--- config.mk ---
export PLATFORM = sky130hd
export DESIGN_NAME = updn_counter_mod
export DESIGN_NICKNAME = d
export VERILOG_FILES = /design/src/rtl/counter_pkg.sv /design/src/rtl/rise_detect.sv /design/src/rtl/updn_counter_mod.sv
export SDC_FILE = /design/constraint.sdc
export NUM_CORES = 1
export LEC_CHECK = 0
export CORE_MARGIN = 8
export CORE_UTILIZATION = 43
export CTS_BUF_LIST = sky130_fd_sc_hd__clkbuf_2 sky130_fd_sc_hd__clkbuf_4 sky130_fd_sc_hd__clkbuf_8
export CTS_CLUSTER_DIAMETER = 200
export DETAILED_ROUTE_END_ITERATION = 6
export DONT_BUFFER_PORTS = 1
export PLACE_DENSITY = 0.7
export RECOVER_POWER = 50
export SYNTH_ARGS = -nofsm -noshare
export SYNTH_HDL_FRONTEND = slang
export SYNTH_HIERARCHICAL = 1
export SYNTH_SLANG_ARGS = --single-unit
--- constraint.sdc ---
create_clock -name clk -period 2.8 [get_ports clk]
set_input_delay 0.28 -clock clk [delete_from_list [all_inputs] [get_ports clk]]
set_output_delay 0.28 -clock clk [all_outputs]
set_load 0.03 [all_outputs]
--- src/rtl/counter_pkg.sv ---
// rtl/counter_pkg.sv - shared constants and types for the up/down counter
package counter_pkg;

    localparam bit MODE_WRAP = 1'b0;
    localparam bit MODE_SAT  = 1'b1;
    localparam bit DIR_UP    = 1'b1;
    localparam bit DIR_DN    = 1'b0;

    typedef enum logic [1:0] {
        ACT_HOLD = 2'd0,
        ACT_LOAD = 2'd1,
        ACT_UP   = 2'd2,
        ACT_DN   = 2'd3
    } act_e;

endpackage

--- src/rtl/rise_detect.sv ---
// rtl/rise_detect.sv - single-cycle rising-edge qualifier with registered previous value
module rise_detect (
    input  logic clk,
    input  logic reset,
    input  logic d,
    output logic pulse,
    output logic prev
);

    logic prev_q;
    logic prev_d;

    always_comb begin
        prev_d = d;
    end

    always_ff @(posedge clk) begin
        if (reset) begin
            prev_q <= 1'b0;
        end else begin
            prev_q <= prev_d;
        end
    end

    assign prev  = prev_q;
    assign pulse = d & ~prev_q;

endmodule

--- src/rtl/updn_counter_mod.sv ---
// rtl/updn_counter_mod.sv - parametrised up/down counter with load, wrap/saturate and ovf/unf flags
module updn_counter_mod
    import counter_pkg::*;
#(
    parameter int               WIDTH     = 16,
    parameter logic [WIDTH-1:0] MAX_COUNT = {WIDTH{1'b1}},
    parameter bit               SATURATE  = 1'b0,
    parameter bit               EDGE_DET  = 1'b1
) (
    input  logic             clk,
    input  logic             reset,
    input  logic             inc_p,
    input  logic             UHDL,
    input  logic             load,
    input  logic [WIDTH-1:0] load_val,
    output logic [WIDTH-1:0] Q,
    output logic             at_max,
    output logic             at_zero,
    output logic             ovf,
    output logic             unf
);

    logic             step;
    act_e             act;
    logic [WIDTH-1:0] q_q, q_d;
    logic             ovf_q, ovf_d;
    logic             unf_q, unf_d;

    generate
        if (EDGE_DET) begin : g_edge
            logic inc_prev;
            rise_detect u_rise (
                .clk   (clk),
                .reset (reset),
                .d     (inc_p),
                .pulse (step),
                .prev  (inc_prev)
            );
        end else begin : g_level
            assign step = inc_p;
        end
    endgenerate

    // Load wins over a coincident step; the step is dropped, not queued.
    always_comb begin
        act = ACT_HOLD;
        if (load) begin
            act = ACT_LOAD;
        end else if (step) begin
            act = (UHDL == DIR_UP) ? ACT_UP : ACT_DN;
        end
    end

    always_comb begin
        q_d   = q_q;
        ovf_d = 1'b0;
        unf_d = 1'b0;
        case (act)
            ACT_LOAD: begin
                q_d = (load_val > MAX_COUNT) ? MAX_COUNT : load_val;
            end
            ACT_UP: begin
                if (q_q == MAX_COUNT) begin
                    ovf_d = 1'b1;
                    q_d   = (SATURATE == MODE_SAT) ? q_q : '0;
                end else begin
                    q_d = q_q + WIDTH'(1);
                end
            end
            ACT_DN: begin
                if (q_q == '0) begin
                    unf_d = 1'b1;
                    q_d   = (SATURATE == MODE_SAT) ? q_q : MAX_COUNT;
                end else begin
                    q_d = q_q - WIDTH'(1);
                end
            end
            default: begin
                q_d = q_q;
            end
        endcase
    end

    always_ff @(posedge clk) begin
        if (reset) begin
            q_q   <= '0;
            ovf_q <= 1'b0;
            unf_q <= 1'b0;
        end else begin
            q_q   <= q_d;
            ovf_q <= ovf_d;
            unf_q <= unf_d;
        end
    end

    assign Q       = q_q;
    assign ovf     = ovf_q;
    assign unf     = unf_q;
    assign at_max  = (q_q == MAX_COUNT);
    assign at_zero = (q_q == '0);

endmodule

==> flow_metrics.tcl, run 1 <==
set metrics [dict create \
    status "complete, no violations" \
    cp_cell_sequence "inv_1 > ha_1 > nor3b_1 > and3_1 > nand2_1 > inv_1" \
    min_from "reset" \
    vdd_ir_drop_max_mv 0.148 \
    fmaxAchievable_mhz 394 \
    startpoint_type "flip-flop" \
    rows 22 \
    clock-sinks 19 \
    fillers 386 \
    io_buffers 0 \
    synth_edf_count 0 \
    die-area_um2 5870 \
    insertion_delay_ns 0.26 \
    core_um2 3610 \
    critical_path_class "flip-flop to primary output" \
    min_period_ns 2.54 \
    p_clk_share_pct 28.5 \
    die_y_um 76.6 \
    grt_pass1_vias 1533 \
    multi_input_area_um2 1090 \
    critPathTopFamily "simple AND/OR/NAND/NOR gates" \
    ctsResizeCount 0 \
    p_switching_w 0.000268 \
    postCtsHoldBufs 0 \
    area_delta_synth_final_pct 4.75 \
    place_congestion 0.860 \
    crit_buf_inv 2 \
    drive_above_1_share_pct 7.48 \
    seqPwrFrac_pct 44.6 \
    fin_ws_ns 0.259 \
    hold_viol_final 0 \
    required_ns 2.52 \
    drc 0 \
    reg2reg_from "Q[9]$_SDFFE_PP0P_" \
    antenna_found_initial 0 \
    die_w_um 76.6 \
    dp.cells 258 \
    comb_power_share_pct 26.9 \
    slowest_stage "nor3b_1" \
    pin_count 41 \
    syn-num-nets 240 \
    maxCapViolCount 0 \
    routed_wl_um 4830 \
    cp_data_arrival_time_ns 2.26 \
    ys_seq_elements 19 \
    rsz0062_at_grt "no" \
    max_stage_delay_ns 0.49 \
    vias 1661 \
    cts_setup_buffers 0 \
    syn_avg_cell_area_um2 7.28 \
    power_w 0.000741 \
    relSlewSlack_pct 54.2 \
    path_common_cell "inv_1" \
    swShare_pct 36.2 \
    cellLeakagePower_nw 0.600 \
    setup_violations 0 \
    drt_iter0_drc 150 \
    timing.hold.ws_ns 0.0670 \
    worst_pin_slew_ns 0.687 \
    cp-end-kind "primary output" \
    ys_async_sr_fraction_pct 0 \
    grt_pass1_wl_um 8190 \
    critPathMaxFanout 7 \
    min_path_type "input port to flip-flop" \
    crit_start "Q[1]$_SDFFE_PP0P_" \
    routedWlPerCell_um 18.5 \
    synth_flop_cell "dfxtp_1" \
    clock_skew_ns 0.00303 \
    cts_tree "done" \
    insertedDiodeCount 0 \
    h-tree-depth 1 \
    synth_cell_types 48 \
    maxSlewViolCount 0 \
    p_int_w 0.000473 \
    synthesis.area_um2 1580 \
    clock_path_buffers 2 \
    power.density_nw_per_um2 448 \
    fin_crit_sh_pct 90.7 \
    postSynthCellCount 217 \
    start_util_pct 43.8 \
    ant_nets 0 \
    grt_use_total_pct 16.7 \
    path_clk_slew_ns 0.08 \
    routed_via_density 6.34 \
    finalSetupTns_ns 0 \
    ys_seq_area_share_pct 24.1 \
    place_ws_ns 0.480 \
    overflow 0 \
    root_buffer "clkbuf_8" \
    synth-warning-count 6 \
    regArea_um2 380 \
    drt-pass1-iter-count 4 \
    cts_buffers 3 \
    fin_cells 262 \
    nets 238 \
    grt_start_max_net_pins 30 \
    place_hpwl_um 3590 \
]
[area by class of cell]
class                      instances  area share (%)
sequential                        19            23.0
timing repair buffer              10            2.95
multi-input combinational        174            65.9
tap                               48            3.63
clock buffer                       4            2.95
inverter                           7            1.59
[power groups by stage]
stage / clock (W) / combinational (W) / sequential [W]
2_1_floorplan: 0 / 0.000156 / 0.000346
3_3_place_gp: 0 / 0.000203 / 0.000336
3_5_place_dp: 0 / 0.000204 / 0.000336
4_1_cts: 0.000217 / 0.000205 / 0.000330
5_1_grt: 0.000229 / 0.000221 / 0.000334
6_report: 0.000211 / 0.000199 / 0.000330
[synth_stat cells, types with 2 or more instances]
library cell  count  share of area, %
or3_1             5               2.0
dfxtp_1          19                24
a31oi_1           5               2.0
a32oi_1           2               1.1
buf_2             2              0.63
or4_1             2              0.95
nor4_1            2              0.79
and3_1            7               2.8
nand2_1          18               4.3
a221oi_1          6               3.3
xnor2_1           4               2.2
clkbuf_1         10               2.4
clkbuf_2          3              0.95
a22oi_1           3               1.4
and2_1            2              0.79
and4_1            3               1.7
xor2_1            8               4.4
nor3b_1           4               1.9
nor3_2            2               1.3
ha_1              2               1.6
or2_2             2              0.79
nor2b_4           2               1.7
nand3_1           7               2.2
nor2b_1           4               1.6
o21ai_0          10               3.2
nand4_1           4               1.6
nor2_1           14               3.3
o211ai_1          3               1.4
a21oi_1          23               7.3
a211oi_1          4               1.9
nor3_1           12               3.8
inv_1             7               1.7
[cells by family after synthesis]
family / Yosys count / synth area share (%)
and+or+nand+nor: 97 / 35.7
AOI/OAI and AO/OA: 63 / 25.4
buffers and inverters: 24 / 6.57
DFF: 19 / 24.1
xor gates and xnor gates: 12 / 6.65
adders and majority gates: 2 / 1.58
[metal layers]
metal	vias up	global-route usage (%)	share of wire [%]
met5	-	0	0
met4	0	5.00	1.1
met3	7	5.54	10
met2	78	26.2	46
met1	774	21.0	42
li1	802	-	-
[worst register-to-register path, delay by kind of cell (launching register included)]
kind / cells / cell delay (ns)
AOI/OAI and AO/OA: 1 / 0.30
and+or+nand+nor: 5 / 1.35
DFF: 1 / 0.64
[flip-flops by register name, summed over array words and instances, names as in the netlist]
| register | flops |
|---|---|
| Q | 16 |
| g_edge.u_rise/prev | 1 |
| ovf | 1 |
| unf | 1 |
[metrics by stage]
stage	cell area, µm²	util [%]
2_1_floorplan	1580	-
3_3_place_gp	1640	45.4
3_5_place_dp	1640	45.4
4_1_cts	1690	46.8
5_1_grt	1660	45.9
6_report	1660	45.9
[placed cells by master, fill, tap and decap left out, types with 5 or more instances in the layout]
master and count:
a21oi_1 23, a221oi_1 6, a31oi_1 5, and3_1 7, clkbuf_1 7, dfxtp_1 19
inv_1 7, nand2_1 18, nand3_1 7, nor2_1 14, nor3_1 12, o21ai_0 10
or3_1 5, xor2_1 8
[final timing paths]
path | slack, ns | depth (start not counted) | to
max | 0.26 | 6 | at_zero
min | 0.07 | 1 | g_edge.u_rise/prev$_SDFF_PP0_
max reg2reg | 0.41 | 6 | Q[2]$_SDFFE_PP0P_
min reg2reg | 0.63 | 3 | Q[0]$_SDFFE_PP0P_
Note: power is estimated with default switching activity, not from simulation.
==> inputs of run 2 (changes only) <==
- CTS_CLUSTER_SIZE: not set -> 24
- SLEW_MARGIN: not set -> 20
==> results of run 2 <==
Final layout, timing and power as in run 1 (identical DEF).
==> inputs of run 3 (changes only) <==
- SKIP_LAST_GASP: not set -> 1
==> results of run 3 <==
Final layout, timing and power as in run 1 (identical DEF).
